[config.mk]
export PLATFORM = sky130hd
export DESIGN_NAME = sync_fifo_flags
export DESIGN_NICKNAME = d
export VERILOG_FILES = /design/src/rtl/sync_fifo_flags.sv
export SDC_FILE = /design/constraint.sdc
export NUM_CORES = 1
export LEC_CHECK = 0
export BUFFER_PORTS_ARGS = -buffer_cell sky130_fd_sc_hd__buf_2
export CAP_MARGIN = 20
export CORE_UTILIZATION = 65
export CTS_CLUSTER_DIAMETER = 30
export DETAILED_ROUTE_END_ITERATION = 10
export PLACE_DENSITY = 0.84
export REMOVE_ABC_BUFFERS = 1
export SYNTH_ARGS = -nofsm -noshare
export SYNTH_HDL_FRONTEND = slang
export SYNTH_SLANG_ARGS = --single-unit
[constraint.sdc]
create_clock -name clk -period 6.72 [get_ports clk]
set_input_delay 0 -clock clk [delete_from_list [all_inputs] [get_ports clk]]
set_output_delay 0 -clock clk [all_outputs]
set_load 0.02 [all_outputs]
[src/rtl/sync_fifo_flags.sv]
// Single-clock FIFO with occupancy count, registered status flags and sticky error flags.
// Supports standard registered read (FWFT=0) or first-word-fall-through read (FWFT=1).
module sync_fifo_flags #(
  parameter int DSIZE    = 8,
  parameter int ASIZE    = 4,
  parameter int AF_LEVEL = (1 << ASIZE) - 2,
  parameter int AE_LEVEL = 2,
  parameter int FWFT     = 0
) (
  input  logic             clk,
  input  logic             rst,
  input  logic [DSIZE-1:0] wdata,
  input  logic             winc,
  input  logic             rinc,
  input  logic             err_clr,
  output logic [DSIZE-1:0] rdata,
  output logic             wfull,
  output logic             rempty,
  output logic             walmost_full,
  output logic             ralmost_empty,
  output logic [ASIZE:0]   count,
  output logic             overflow,
  output logic             underflow
);

  localparam int DEPTH = 1 << ASIZE;
  localparam logic [ASIZE:0] DEPTH_C = (ASIZE + 1)'(DEPTH);
  localparam logic [ASIZE:0] AF_C    = (ASIZE + 1)'(AF_LEVEL);
  localparam logic [ASIZE:0] AE_C    = (ASIZE + 1)'(AE_LEVEL);

  logic [DSIZE-1:0] mem [DEPTH];
  logic [ASIZE-1:0] wr_ptr;
  logic [ASIZE-1:0] rd_ptr;
  logic [ASIZE:0]   count_q;
  logic             wr_en;
  logic             rd_en;

  // Handshake: winc/rinc are requests; a write is taken when winc=1 and wfull=0,
  // a read when rinc=1 and rempty=0, both evaluated at the same rising edge.
  // Requests against a full/empty FIFO are dropped and raise the sticky flag.
  assign wr_en = winc & ~wfull;
  assign rd_en = rinc & ~rempty;

  // Flags decode only the count register so they move one cycle after their cause.
  assign count         = count_q;
  assign wfull         = (count_q == DEPTH_C);
  assign rempty        = (count_q == '0);
  assign walmost_full  = (count_q >= AF_C);
  assign ralmost_empty = (count_q <= AE_C);

  always_ff @(posedge clk) begin
    if (wr_en) mem[wr_ptr] <= wdata;
  end

  always_ff @(posedge clk or posedge rst) begin
    if (rst) begin
      wr_ptr  <= '0;
      rd_ptr  <= '0;
      count_q <= '0;
    end else begin
      if (wr_en) wr_ptr <= wr_ptr + 1'b1;
      if (rd_en) rd_ptr <= rd_ptr + 1'b1;
      case ({wr_en, rd_en})
        2'b10:   count_q <= count_q + 1'b1;
        2'b01:   count_q <= count_q - 1'b1;
        default: count_q <= count_q;
      endcase
    end
  end

  // A new error in the same cycle as err_clr wins, leaving the flag set.
  always_ff @(posedge clk or posedge rst) begin
    if (rst) begin
      overflow  <= 1'b0;
      underflow <= 1'b0;
    end else begin
      if (winc && wfull)  overflow <= 1'b1;
      else if (err_clr)   overflow <= 1'b0;
      if (rinc && rempty) underflow <= 1'b1;
      else if (err_clr)   underflow <= 1'b0;
    end
  end

  generate
    if (FWFT != 0) begin : g_fwft
      assign rdata = rempty ? '0 : mem[rd_ptr];
    end else begin : g_std
      logic [DSIZE-1:0] rdata_q;
      always_ff @(posedge clk or posedge rst) begin
        if (rst)        rdata_q <= '0;
        else if (rd_en) rdata_q <= mem[rd_ptr];
      end
      assign rdata = rdata_q;
    end
  endgenerate

endmodule

==> summary.txt <==
Run status
  – Status: finished, final reports clean

Finish
  – Area Overhead vs Synth: 15.5%
  – Antenna cell count: 0
  – Layout cells sized above 1: a little over a quarter
  – Nets: 398

Drt
  – DRC violation total after the first TritonRoute iteration: between 200 and 300
  – 1st-pass router iterations: 4
  – Detailed Route WL: about 12000 um
  – DRC Markers: 0
  – Routed via count: about 3.2k
  – Post-DR wirelength/cell: 24.3 um
  – Avg Vias per Cell: 6.43
  – Final ANT Viol Nets: 0

Floorplan
  – IO Count: 32
  – Die Footprint: 0.00979 mm^2
  – Die X: 99.0 um
  – Core Rows: 35
  – Core area: 0.00915 mm^2
  – Initial Util: 66.8%
  – Die height: 99.0 um

Clocking
  – Later-pin clock latency in the skew report: about 0.52 ns
  – Clock tree buffer depth: 2
  – Clock sinks: 151
  – CTS tree: yes
  – H-tree Lvls: 4
  – Post-CTS Setup Repair Bufs: 0
  – CTS root buf: clkbuf_8
  – CTS clock-pin slew for the worst setup and hold paths: 0.06 ns
  – CTS buffer count: 17

Yosys
  – Ys flop type: edfxtp_1
  – Top cells by count, synth: 128 x edfxtp_1, 32 x mux4_2, 23 x dfrtp_1
  – Count leader, synth: edfxtp_1
  – Synth Cell Area: about 0.0061 mm^2
  – Largest family of logic cells by synthesized area: multiplexers
  – Top cells by area, synth: edfxtp_1 63%, mux4_2 12%, dfrtp_1 9.4%
  – Complex-gate fraction of the synthesized area: 3.32%
  – Post-synthesis xor/xnor area fraction: 1.43%
  – Yosys cell types: 39
  – Register area share after synthesis: between 70% and 80%
  – Ys Warns: 0
  – Adder-Cell Fraction of Synth Area: 1.84%
  – Mux share of post-synthesis cell area: 14.6%
  – #FFs+latches synth: 151
  – Synth Area in Simple Gates: 4.22%
  – Synth area leader: edfxtp_1
  – Syn Area/Cell: 18.8 um^2
  – Mapped Cells: 325
  – EDFF count, synth: between 100 and 150
  – Share of flip-flops with an asynchronous set or reset: 15.2%
  – Share of the synthesized area in the top cell type: 62.9%

Placement
  – I/O Buffers: 31
  – Post-placement setup slack: 3.68 ns
  – DP HPWL: 6970 um
  – GP Congestion: ~0.84

Critical path
  – CP Max Fanout: 11
  – CP startpoint kind: flop
  – Critical path data required time: between 7 and 8 ns
  – Worst Path Arrival: 3.49 ns
  – Setup CP Type: flop to flop
  – Critical path endpoint category: flop

Timing
  – Final Cycle Share: 45.8%
  – RSZ-0062 raised after global routing: false
  – Max Slew Vio Count: 0
  – Worst-Margin Slew: 0.931 ns
  – Crit path time final: 3.08 ns
  – Final WS setup: 3.64 ns
  – Setup Skew: around 0.0067 ns
  – Count of final setup violators: 0
  – Relative slew slack: 37.7%
  – Setup TNS: 0 ns
  – Count of final hold-check violations: 0
  – Maximum clock frequency: 325 MHz

Global routing
  – First-pass GRT wire length: 18500 um
  – Grt ovf: 0
  – Antenna violations before repair: 0
  – Pin count of the biggest net entering global routing: 35
  – Number of global-route vias before repair: ~3.2k
  – Total GRT Usage: 27.3%

Power
  – Maximum vdd drop: about 0.35 mV
  – Leak: between 2 and 3 nW
  – Power density cells: 432 mW/mm^2

Run
  – Max Cap Viol: 0

Min path
  – Worst min-delay path class: input pin to asynchronous set/reset pin
==> timing repair <==
action / CTS / global route
endpoints found under the hold margin: 163 / 0
resized for setup: 0 / 0
hold buffers: 13 / 0
==> power by group <==
group,internal [W],switching [W],total (W)
registers,0.00116,0.000113,0.00128
logic,0.000381,0.000475,0.000857
clock network,0.000535,0.000377,0.000912
total,0.00208,0.000966,0.00305
==> layout by cell type (no fill, tap or decap), types with 4 or more instances in the layout <==
| master | instances |
|---|---|
| buf_2 | 31 |
| o21ai_0 | 4 |
| clkinvlp_4 | 4 |
| mux4_2 | 32 |
| nand2_1 | 21 |
| ha_1 | 9 |
| clkbuf_16 | 16 |
| dlygate4sd3_1 | 13 |
| o221ai_1 | 8 |
| nor2_1 | 15 |
| dfrtp_1 | 22 |
| buf_4 | 6 |
| inv_1 | 7 |
| xnor2_1 | 7 |
| edfxtp_1 | 128 |
| mux2i_1 | 16 |
| nand2b_1 | 4 |
| nor3_1 | 6 |
==> critical path, cell delays in order, from the launching register on <==
cell and delay (ns):
dfrtp_1 0.47, or3_4 0.46, o31ai_4 0.48, inv_2 0.15, ha_1 0.33, xor2_1 0.18, ha_1 0.23, o211a_1 0.24
o31ai_1 0.19, a31oi_1 0.08, xnor2_1 0.14
==> through the flow <==
stage	util, %	cell area, um^2	instances	total power [W]	hold WS (ns)
3_5_place_dp	69.3	6340	454	0.00212	0.223
5_1_grt	77.1	7060	500	0.00317	0.298
4_1_cts	77.0	7040	499	0.00305	0.227
3_3_place_gp	69.3	6340	454	0.00209	0.211
6_report	77.1	7060	500	0.00305	0.223
2_1_floorplan	-	6000	306	0.00187	0.00192
==> routing by layer <==
layer  share of wire (%)  up-vias  GRT usage [%]
met4                 1.6        0           11.6
met2                  53      136           45.7
met3                 5.8       17           5.74
met5                   0        -              0
met1                  39     1673           35.2
li1                    -     1390              -
==> logic make-up (layout without fill, tap and decap cells) <==
family / after synthesis / count (layout)
AND/OR/NAND/NOR: 54 / 54
multiplexers: 49 / 49
AO/OA/AOI/OAI: 25 / 25
XOR/XNOR: 10 / 10
buffers and inverters: 27 / 91
flip-flops: 151 / 151
adder cells (fa/ha/maj): 9 / 9
==> flip-flops by register name (all words and copies together), names as in the netlist <==
name,cells
mem,128
wr_ptr,4
rdata,8
overflow,1
rd_ptr,4
underflow,1
count,5
==> cell type report <==
class	count	area (um^2)
fillers	470	2090
clock inverters	12	145
multi-input cells	147	1550
flip-flops and latches	151	4420
well taps	111	139
clock buffers	20	425
repair buffers	51	345
inverters	8	30.0
==> path summary, 6_finish.rpt <==
| check | start | to | slack, ns | cells past startpoint |
|---|---|---|---|---|
| max in group asynchronous | rst | rd_ptr[2] | 5.90 | 3 |
| min in group clk | err_clr | overflow | 0.33 | 4 |
| worst min register to register | rdata[7] | rdata[7] | 0.50 | 2 |
| worst max-delay path | count[1] | count[4] | 3.64 | 10 |
| worst min-delay path | rst | rd_ptr[2] | 0.22 | 3 |
| worst max register to register | count[1] | count[4] | 3.64 | 10 |
Power figures use the tool's default switching activity.
